$ cat src/rtl/rhythm_pkg.sv
// rhythm_pkg: shared types and constants for the rhythm-game scoring path.
//   game_state_t      : IDLE / PLAY / OVER encoding seen on game_state
//   KEY_START/KEY_ESC : keyboard codes that start and abort a game
//   SCORE_MAX         : saturation ceiling that keeps score within 4 BCD digits
//   COMBO_T1..T3      : combo thresholds where the multiplier steps up
//   combo_mult()      : maps a combo count to its 1..4 score multiplier
package rhythm_pkg;

    typedef enum logic [1:0] {
        IDLE = 2'd0,
        PLAY = 2'd1,
        OVER = 2'd2
    } game_state_t;

    localparam logic [7:0]  KEY_START = 8'h2c;
    localparam logic [7:0]  KEY_ESC   = 8'h01;
    localparam logic [13:0] SCORE_MAX = 14'd9999;

    localparam logic [7:0]  COMBO_T1  = 8'd10;
    localparam logic [7:0]  COMBO_T2  = 8'd20;
    localparam logic [7:0]  COMBO_T3  = 8'd30;

    function automatic logic [2:0] combo_mult(input logic [7:0] c);
        if (c >= COMBO_T3)      return 3'd4;
        else if (c >= COMBO_T2) return 3'd3;
        else if (c >= COMBO_T1) return 3'd2;
        else                    return 3'd1;
    endfunction

endpackage

$ cat src/rtl/bin2bcd14.sv
// bin2bcd14: combinational double-dabble, 14-bit binary to four BCD digits.
//   bin : binary value, expected 0..9999 (larger values lose the 5th digit)
//   bcd : {thousands, hundreds, tens, ones}
module bin2bcd14 (
    input  logic [13:0] bin,
    output logic [15:0] bcd
);

    logic [15:0] acc;

    always_comb begin
        acc = '0;
        for (int i = 13; i >= 0; i--) begin
            // Correct each digit before the shift so it carries correctly
            for (int d = 0; d < 4; d++) begin
                if (acc[d*4 +: 4] >= 4'd5)
                    acc[d*4 +: 4] = acc[d*4 +: 4] + 4'd3;
            end
            acc = {acc[14:0], bin[i]};
        end
        bcd = acc;
    end

endmodule

$ cat src/rtl/note_scoreboard.sv
// note_scoreboard: turns per-lane hit/miss levels from the note droppers into
// game results (score with combo multiplier, combo tracking, hit/miss counts)
// and sequences the game through IDLE -> PLAY -> OVER.
//   frame_clk  : frame clock, all state updates on rising edge
//   Reset      : synchronous active-high reset
//   keycode    : keyboard code (KEY_START begins a game, KEY_ESC aborts)
//   hit, miss  : per-lane judgement levels, one rising edge counted per lane
//   score      : binary score, saturating at SCORE_MAX
//   score_bcd  : registered BCD of score (one frame behind score)
//   combo      : current consecutive-hit count, saturating at 255
//   max_combo  : highest combo reached this game
//   hits       : lanes resolved as hit
//   misses     : lanes resolved as miss
//   game_state : 0 IDLE, 1 PLAY, 2 OVER
module note_scoreboard
    import rhythm_pkg::*;
#(
    parameter int NUM_NOTES = 32,
    parameter int PTS_HIT   = 10,
    parameter int CNT_W     = 6
) (
    input  logic                 frame_clk,
    input  logic                 Reset,
    input  logic [7:0]           keycode,
    input  logic [NUM_NOTES-1:0] hit,
    input  logic [NUM_NOTES-1:0] miss,
    output logic [13:0]          score,
    output logic [15:0]          score_bcd,
    output logic [7:0]           combo,
    output logic [7:0]           max_combo,
    output logic [CNT_W-1:0]     hits,
    output logic [CNT_W-1:0]     misses,
    output logic [1:0]           game_state
);

    localparam int PC_W = $clog2(NUM_NOTES + 1);

    function automatic logic [PC_W-1:0] popcount(input logic [NUM_NOTES-1:0] v);
        logic [PC_W-1:0] n;
        n = '0;
        for (int i = 0; i < NUM_NOTES; i++)
            n = n + PC_W'(v[i]);
        return n;
    endfunction

    game_state_t state_q, next_state;

    logic [NUM_NOTES-1:0] hit_q, miss_q, resolved_q;
    logic [13:0]          score_q;
    logic [15:0]          bcd_q;
    logic [7:0]           combo_q, max_q;
    logic [CNT_W-1:0]     hits_q, misses_q;

    logic [NUM_NOTES-1:0] new_hit, new_miss;
    logic [PC_W-1:0]      nh, nm;
    logic [2:0]           mult;
    logic [14:0]          gain, score_sum;
    logic [13:0]          score_next;
    logic [8:0]           combo_sum;
    logic [7:0]           cand;
    logic [15:0]          bcd_comb;
    logic                 clear_all;

    // ---------------- FSM ----------------
    always_ff @(posedge frame_clk) begin
        if (Reset) state_q <= IDLE;
        else       state_q <= next_state;
    end

    always_comb begin
        next_state = state_q;
        case (state_q)
            IDLE: if (keycode == KEY_START) next_state = PLAY;
            PLAY: begin
                if (keycode == KEY_ESC)  next_state = IDLE;
                else if (&resolved_q)    next_state = OVER;
            end
            OVER: if (keycode == KEY_ESC) next_state = IDLE;
            default: next_state = IDLE;
        endcase
    end

    // ---------------- per-frame judgement ----------------
    always_comb begin
        // A lane rising on both hit and miss in one frame counts as a hit
        new_hit   = hit  & ~hit_q  & ~resolved_q;
        new_miss  = miss & ~miss_q & ~resolved_q & ~new_hit;
        nh        = popcount(new_hit);
        nm        = popcount(new_miss);
        // Multiplier comes from the combo held at the start of the frame
        mult      = combo_mult(combo_q);
        gain      = 15'(nh) * 15'(PTS_HIT) * 15'(mult);
        score_sum = {1'b0, score_q} + gain;
        score_next = (score_sum > {1'b0, SCORE_MAX}) ? SCORE_MAX : score_sum[13:0];
        combo_sum = {1'b0, combo_q} + 9'(nh);
        cand      = combo_sum[8] ? 8'd255 : combo_sum[7:0];
    end

    assign clear_all = Reset || (state_q != IDLE && next_state == IDLE);

    bin2bcd14 u_bcd (
        .bin (score_q),
        .bcd (bcd_comb)
    );

    // ---------------- datapath ----------------
    always_ff @(posedge frame_clk) begin
        if (clear_all) begin
            hit_q      <= '0;
            miss_q     <= '0;
            resolved_q <= '0;
            score_q    <= '0;
            bcd_q      <= '0;
            combo_q    <= '0;
            max_q      <= '0;
            hits_q     <= '0;
            misses_q   <= '0;
        end else begin
            bcd_q <= bcd_comb;
            case (state_q)
                IDLE: begin
                    // Levels already high at game start must not count as edges
                    hit_q  <= (next_state == PLAY) ? hit  : '0;
                    miss_q <= (next_state == PLAY) ? miss : '0;
                end
                PLAY: begin
                    hit_q      <= hit;
                    miss_q     <= miss;
                    resolved_q <= resolved_q | new_hit | new_miss;
                    score_q    <= score_next;
                    if (cand > max_q) max_q <= cand;
                    combo_q    <= (nm != '0) ? 8'd0 : cand;
                    hits_q     <= hits_q   + CNT_W'(nh);
                    misses_q   <= misses_q + CNT_W'(nm);
                end
                default: ; // OVER: results held, inputs ignored
            endcase
        end
    end

    assign score      = score_q;
    assign score_bcd  = bcd_q;
    assign combo      = combo_q;
    assign max_combo  = max_q;
    assign hits       = hits_q;
    assign misses     = misses_q;
    assign game_state = state_q;

endmodule

$ cat config.mk
export PLATFORM = sky130hd
export DESIGN_NAME = note_scoreboard
export DESIGN_NICKNAME = d
export VERILOG_FILES = /design/src/rtl/rhythm_pkg.sv /design/src/rtl/bin2bcd14.sv /design/src/rtl/note_scoreboard.sv
export SDC_FILE = /design/constraint.sdc
export NUM_CORES = 1
export LEC_CHECK = 0
export ABC_AREA = 1
export CAP_MARGIN = 25
export CORE_AREA = 8 8 241 220
export CTS_CLUSTER_SIZE = 8
export DETAILED_ROUTE_END_ITERATION = 10
export DIE_AREA = 0 0 249 228
export GPL_TIMING_DRIVEN = 0
export RECOVER_POWER = 50
export SYNTH_ARGS = -nofsm -noshare
export SYNTH_HDL_FRONTEND = slang
export SYNTH_SLANG_ARGS = --single-unit
$ cat constraint.sdc
create_clock -name frame_clk -period 25.3 [get_ports frame_clk]
set_input_delay 3.795 -clock frame_clk [delete_from_list [all_inputs] [get_ports frame_clk]]
set_output_delay 3.795 -clock frame_clk [all_outputs]
set_load 0.03 [all_outputs]
* Word level (Yosys, flattened, before mapping) *
Cells that the tools add are included.

storage, ports and cells
  register bits after elaboration = 156
  bits of input ports = 74
  output and inout bits = 60
  logic and storage cells = 201

cells by class
  add/subtract/negate cells = 92
  $mul = 2
  magnitude comparators = 31
  eq/ne operators = 5
  multiplexer cells = 41
  bitwise operators = 11
  reduce and logical (&&, ||, !) cells = 9

operators with widths
  operator                                                            count
  adder 6 x 1 -> 6 bit                                                52
  bitwise AND 32 bit                                                  5
  NOT 32 bit                                                          4
  case mux 32 bit (2 select lines)                                    2
  2-to-1 mux 4 bit                                                    24
  greater-or-equal comparator 4 x 3 -> 1 bit (second input constant)  22
  adder 4 x 2 -> 4 bit (second input constant)                        21
  2-to-1 mux 32 bit                                                   2
  OR 32 bit                                                           2
  AND reduction 32 bit                                                1
  greater-or-equal comparator 8 x 5 -> 1 bit (second input constant)  2
  2-to-1 mux 8 bit                                                    2
  adder 14 x 13 -> 15 bit                                             1
  > comparator 15 x 14 -> 1 bit (second input constant)               1
  2-to-1 mux 14 bit                                                   1
  adder 3 x 2 -> 4 bit (second input constant)                        3
  adder 5 x 1 -> 6 bit                                                2
  adder 6 bit                                                         2
  greater-or-equal comparator 3 bit (second input constant)           4
  multiplier 9 x 3 -> 12 bit                                          1
  2-to-1 mux 2 bit                                                    6
  adder 4 x 1 -> 5 bit                                                2
  adder 8 x 6 -> 9 bit                                                1
  multiplier 6 x 3 -> 9 bit (second input constant)                   1
  18 further kinds                                                    27

* Depth between registers and ports, before layout *
  word-level depth = 39
  mapped depth = 67
  mapped depth without buffers = 67

* Modules after synthesis *
From an unflattened synthesis, not the netlist that was laid out.

unflattened totals
  cell total of the unflattened synthesis = 1974
  area total of the unflattened synthesis = 13424.1 um^2

modules (own cells, without submodules)
  module           instances  cells an instance  area each (um^2)  sequential area each (um^2)
  note_scoreboard  1          1487               10792.9           3123.0
  bin2bcd14        1          487                2631.3            0.0

* Worst setup path before layout *
No wires, ideal clock.

  kind = input port to flip-flop
  from = in hit[0]
  to = reg score_q[1], in the netlist score[1]
  setup time = 0.117 ns
  data arrival time = 12.672 ns
  data required time = 25.183 ns
  slack = 12.510 ns
  cell stages on the path = 48
  path buffers = 0
  path through = nand2_1 nor2_1 fa_1 inv_1 fa_1 inv_1 fa_1 fa_1 fa_1 inv_1 fa_1 inv_1 ha_1 nand2_1 nor2_1 a211oi_1 nor2_1 o21ai_0 (+12 left out) ha_1 nand2_1 o21ai_0 a21oi_1 o21ai_0 xnor2_1 inv_1 ha_1 inv_1 o21ai_0 a21oi_1 o21ai_0 xor2_1 inv_1 nand2_1 nand2_1 o221ai_1 inv_1

between the ends
  cells in the longest elaborated chain, start to end = 38

RTL lines
  element                               RTL line                text
  from (decl)                           note_scoreboard.sv:25   input logic [NUM_NOTES-1:0] hit,
  bitwise AND 32 bit * (2 in a row)     note_scoreboard.sv:86   new_hit = hit & ~hit_q & ~resolved_q;
  adder 1 x 1 -> 2 bit *                note_scoreboard.sv:42   n = n + PC_W'(v[i]);
  adder 2 x 1 -> 3 bit *                note_scoreboard.sv:42
  adder 3 x 1 -> 4 bit *                note_scoreboard.sv:42
  adder 4 x 1 -> 5 bit *                note_scoreboard.sv:42
  adder 5 x 1 -> 6 bit *                note_scoreboard.sv:42
  adder 6 x 1 -> 6 bit * (26 in a row)  note_scoreboard.sv:42
  multiplier 6 x 3 -> 9 bit *           note_scoreboard.sv:92   gain = 15'(nh) * 15'(PTS_HIT) * 15'(mult);
  multiplier 9 x 3 -> 12 bit *          note_scoreboard.sv:92
  adder 14 x 13 -> 15 bit *             note_scoreboard.sv:93   score_sum = {1'b0, score_q} + gain;
  > comparator 15 x 14 -> 1 bit         note_scoreboard.sv:94   score_next = (score_sum > {1'b0, SCORE_MAX}) ? SCORE_MAX : score_sum[13:0];
  2-to-1 mux 14 bit *                   note_scoreboard.sv:94
  to (signal assigned)                  note_scoreboard.sv:130  score_q <= score_next;
  to (decl)                             note_scoreboard.sv:49   logic [13:0] score_q;

Every way passes the cells marked *; elsewhere a longest branch is shown, timed or not.
A chain may end at the register's enable or synchronous reset.

* Worst setup path after layout *
  from = in hit[1]
  to = reg score_q[2], in the netlist score[2]

Same word-level chain as after synthesis.

==> results.ini <==
[run_status]
outcome=finished, final reports clean

[clock_tree]
ctsHoldBuffers=0
htree_levels=4
clk_pin_slew_ns=0.07
cts_buffer_depth=2
cts_resized=0
cts_tree=done
cts-root-buf=clkbuf_16
cts_setup_buffers=0
cts_made_buffers=17
clk_latency_ns=0.45
cts_sinks=156

[global_route]
grt_pass1_wl_mm=61.8
grt_pass1_vias=11600
overflow=0
grt_usage=0.135
antenna_found_initial=4
grt_max_degree=17

[synthesis]
ys_seq_area_frac=0.249
syn_inst=1803
async_flop_share=0
ys_seq_elements=156
avgSynthCellArea_um2=6.96
synthFlopType=dfxtp_1
synth_cell_types=50
ys_top_cells_by_count=nand2_1 (385), inv_1 (288), a21oi_1 (172), nand3_1 (169), dfxtp_1 (156)
synth_edf_count=0
synth_top_area_cell=dfxtp_1
yosys-top-cells-area=dfxtp_1 (25%), nand2_1 (12%), fa_1 (9.7%)
yosysMostFrequentCell=nand2_1
syn_area_um2=12500
synth_nets=2029
yosysTopAreaCellShare=0.249
ys_warn_count=0

[setup_path]
cp-start-kind=input port
cp.arrival_ns=14.38
path_max_fanout=4
cp.required_ns=25.59
crit_type=in2reg
slowest_stage=fa_1
crit_path_end_kind=flip-flop
crit_top_cell=inv_1
slowest_delay_ns=0.59

[sta]
fin_ws_ns=11.21
report.final.slew_viol_count=0
final-setup-viol-count=0
finalSetupTns_ns=0
max_freq_ghz=0.0710
min_period_ns=14.09
fin_skew_ns=0.0129
rsz0062_at_grt=false
hold_viol=0
fin_crit_sh=0.557
max-slew-margin-rel=0.387
worst_slew_pin_slew_ns=0.920

[routing]
firstDrtPassIters=5
drc=0
drt_iter0_markers=751
routed_wl_mm=39.0
ant_nets=0
routed-via-count=12100
route.detailed.wl_per_inst_um=15.0
viasPerCell=4.63

[place]
place_ws_ns=10.73
gp_congestion=0.848
place_hpwl_mm=32.1
io_buffers=133
placed_area_um2=14700

[final_layout]
final_cell_area_um2=15300
syn2layout_area_growth_pct=22.0
final_util=0.314
layout.nets=2184
drive_above_1_share=0.0746

[floorplan]
io_pins=134
die_area_um2=56800
initial_core_util=0.258
die_h_um=228
core_area_um2=48700
num_rows=77
die_w_um=249

[min_path]
hold_path.class=reg2reg

[run]
drv_cap=0

[per-layer routing]
metal,wire length [um],global-route usage,vias to the layer above
met5,22,0,-
met4,596,0.0342,4
met3,2420,0.0352,40
met2,18200,0.229,240
met1,17800,0.169,5665
li1,-,-,6120
[path summary, 6_finish.rpt]
path                               start                endpoint  slack (ns)  cells after the start
setup / recovery                  hit[1]   score[2]$_SDFFE_PP0P_       11.21                     49
hold / removal    miss_q[5]$_SDFFE_PP0P_  miss_q[5]$_SDFFE_PP0P_        0.45                      2
setup reg to reg   hit_q[0]$_SDFFE_PP0P_   score[2]$_SDFFE_PP0P_       14.76                     49
hold reg to reg   miss_q[5]$_SDFFE_PP0P_  miss_q[5]$_SDFFE_PP0P_        0.45                      2
[kinds of logic after synthesis]
logic type / Yosys count / synth area share
AOI/OAI and AO/OA: 273 / 0.119
and+or+nand+nor: 831 / 0.308
xor gates and xnor gates: 41 / 0.0307
buffers and inverters: 350 / 0.105
adders and majority gates: 152 / 0.188
DFF: 156 / 0.249
[cell usage in the layout, fill, tap and decap left out, types with 5 or more instances in the layout]
| cell | instances |
|---|---|
| nand2_1 | 387 |
| inv_1 | 289 |
| a21oi_1 | 172 |
| nand3_1 | 169 |
| dfxtp_1 | 156 |
| nor2_1 | 122 |
| ha_1 | 91 |
| clkdlybuf4s50_1 | 72 |
| fa_1 | 61 |
| dlygate4sd3_1 | 61 |
| nand2_2 | 47 |
| o21ai_0 | 46 |
| clkbuf_1 | 45 |
| xor2_1 | 28 |
| nand4_1 | 27 |
| nand3_2 | 17 |
| clkbuf_16 | 17 |
| nand2_4 | 13 |
| nor4_1 | 13 |
| nor3_1 | 12 |
| inv_2 | 12 |
| xnor2_1 | 11 |
| a211oi_1 | 11 |
| a31oi_1 | 9 |
| o21bai_1 | 6 |
| or2_2 | 6 |
| o21ai_1 | 6 |
| o21ai_2 | 5 |
| inv_6 | 5 |
[state kept, by name (all words and copies together), names as in the netlist]
register	flops
hits	6
misses	6
game_state	2
score	14
max_combo	8
score_bcd	16
combo	8
miss_q	32
resolved_q	32
hit_q	32
[worst max-delay path: cells and delay by family]
| kind | cells | cell delay, ns |
|---|---|---|
| fa+ha+maj | 12 | 5.00 |
| compound gates | 12 | 2.62 |
| buf+inv | 13 | 1.52 |
| simple gates | 10 | 1.08 |
| xor+xnor | 2 | 0.36 |
[area by class of cell]
| type | instances | area [um^2] |
|---|---|---|
| flip-flops and latches | 156 | 3120 |
| repair buffers | 136 | 1360 |
| inverters | 303 | 1140 |
| multi-input cells | 1297 | 8100 |
| well taps | 632 | 791 |
| fillers | 5106 | 33400 |
| plain buffers | 47 | 180 |
| diodes | 2 | 5.00 |
| clock inverters | 14 | 185 |
| clock buffers | 17 | 425 |
[through the flow]
stage,hold WS [ns],instances
2_1_floorplan,0.425,1803
3_3_place_gp,0.441,2568
3_5_place_dp,0.446,2571
4_1_cts,0.455,2602
5_1_grt,0.473,2602
6_report,0.454,2604
Power is not shown: default switching activity piles up to over one toggle a cycle in this logic, so the estimate is an artifact.
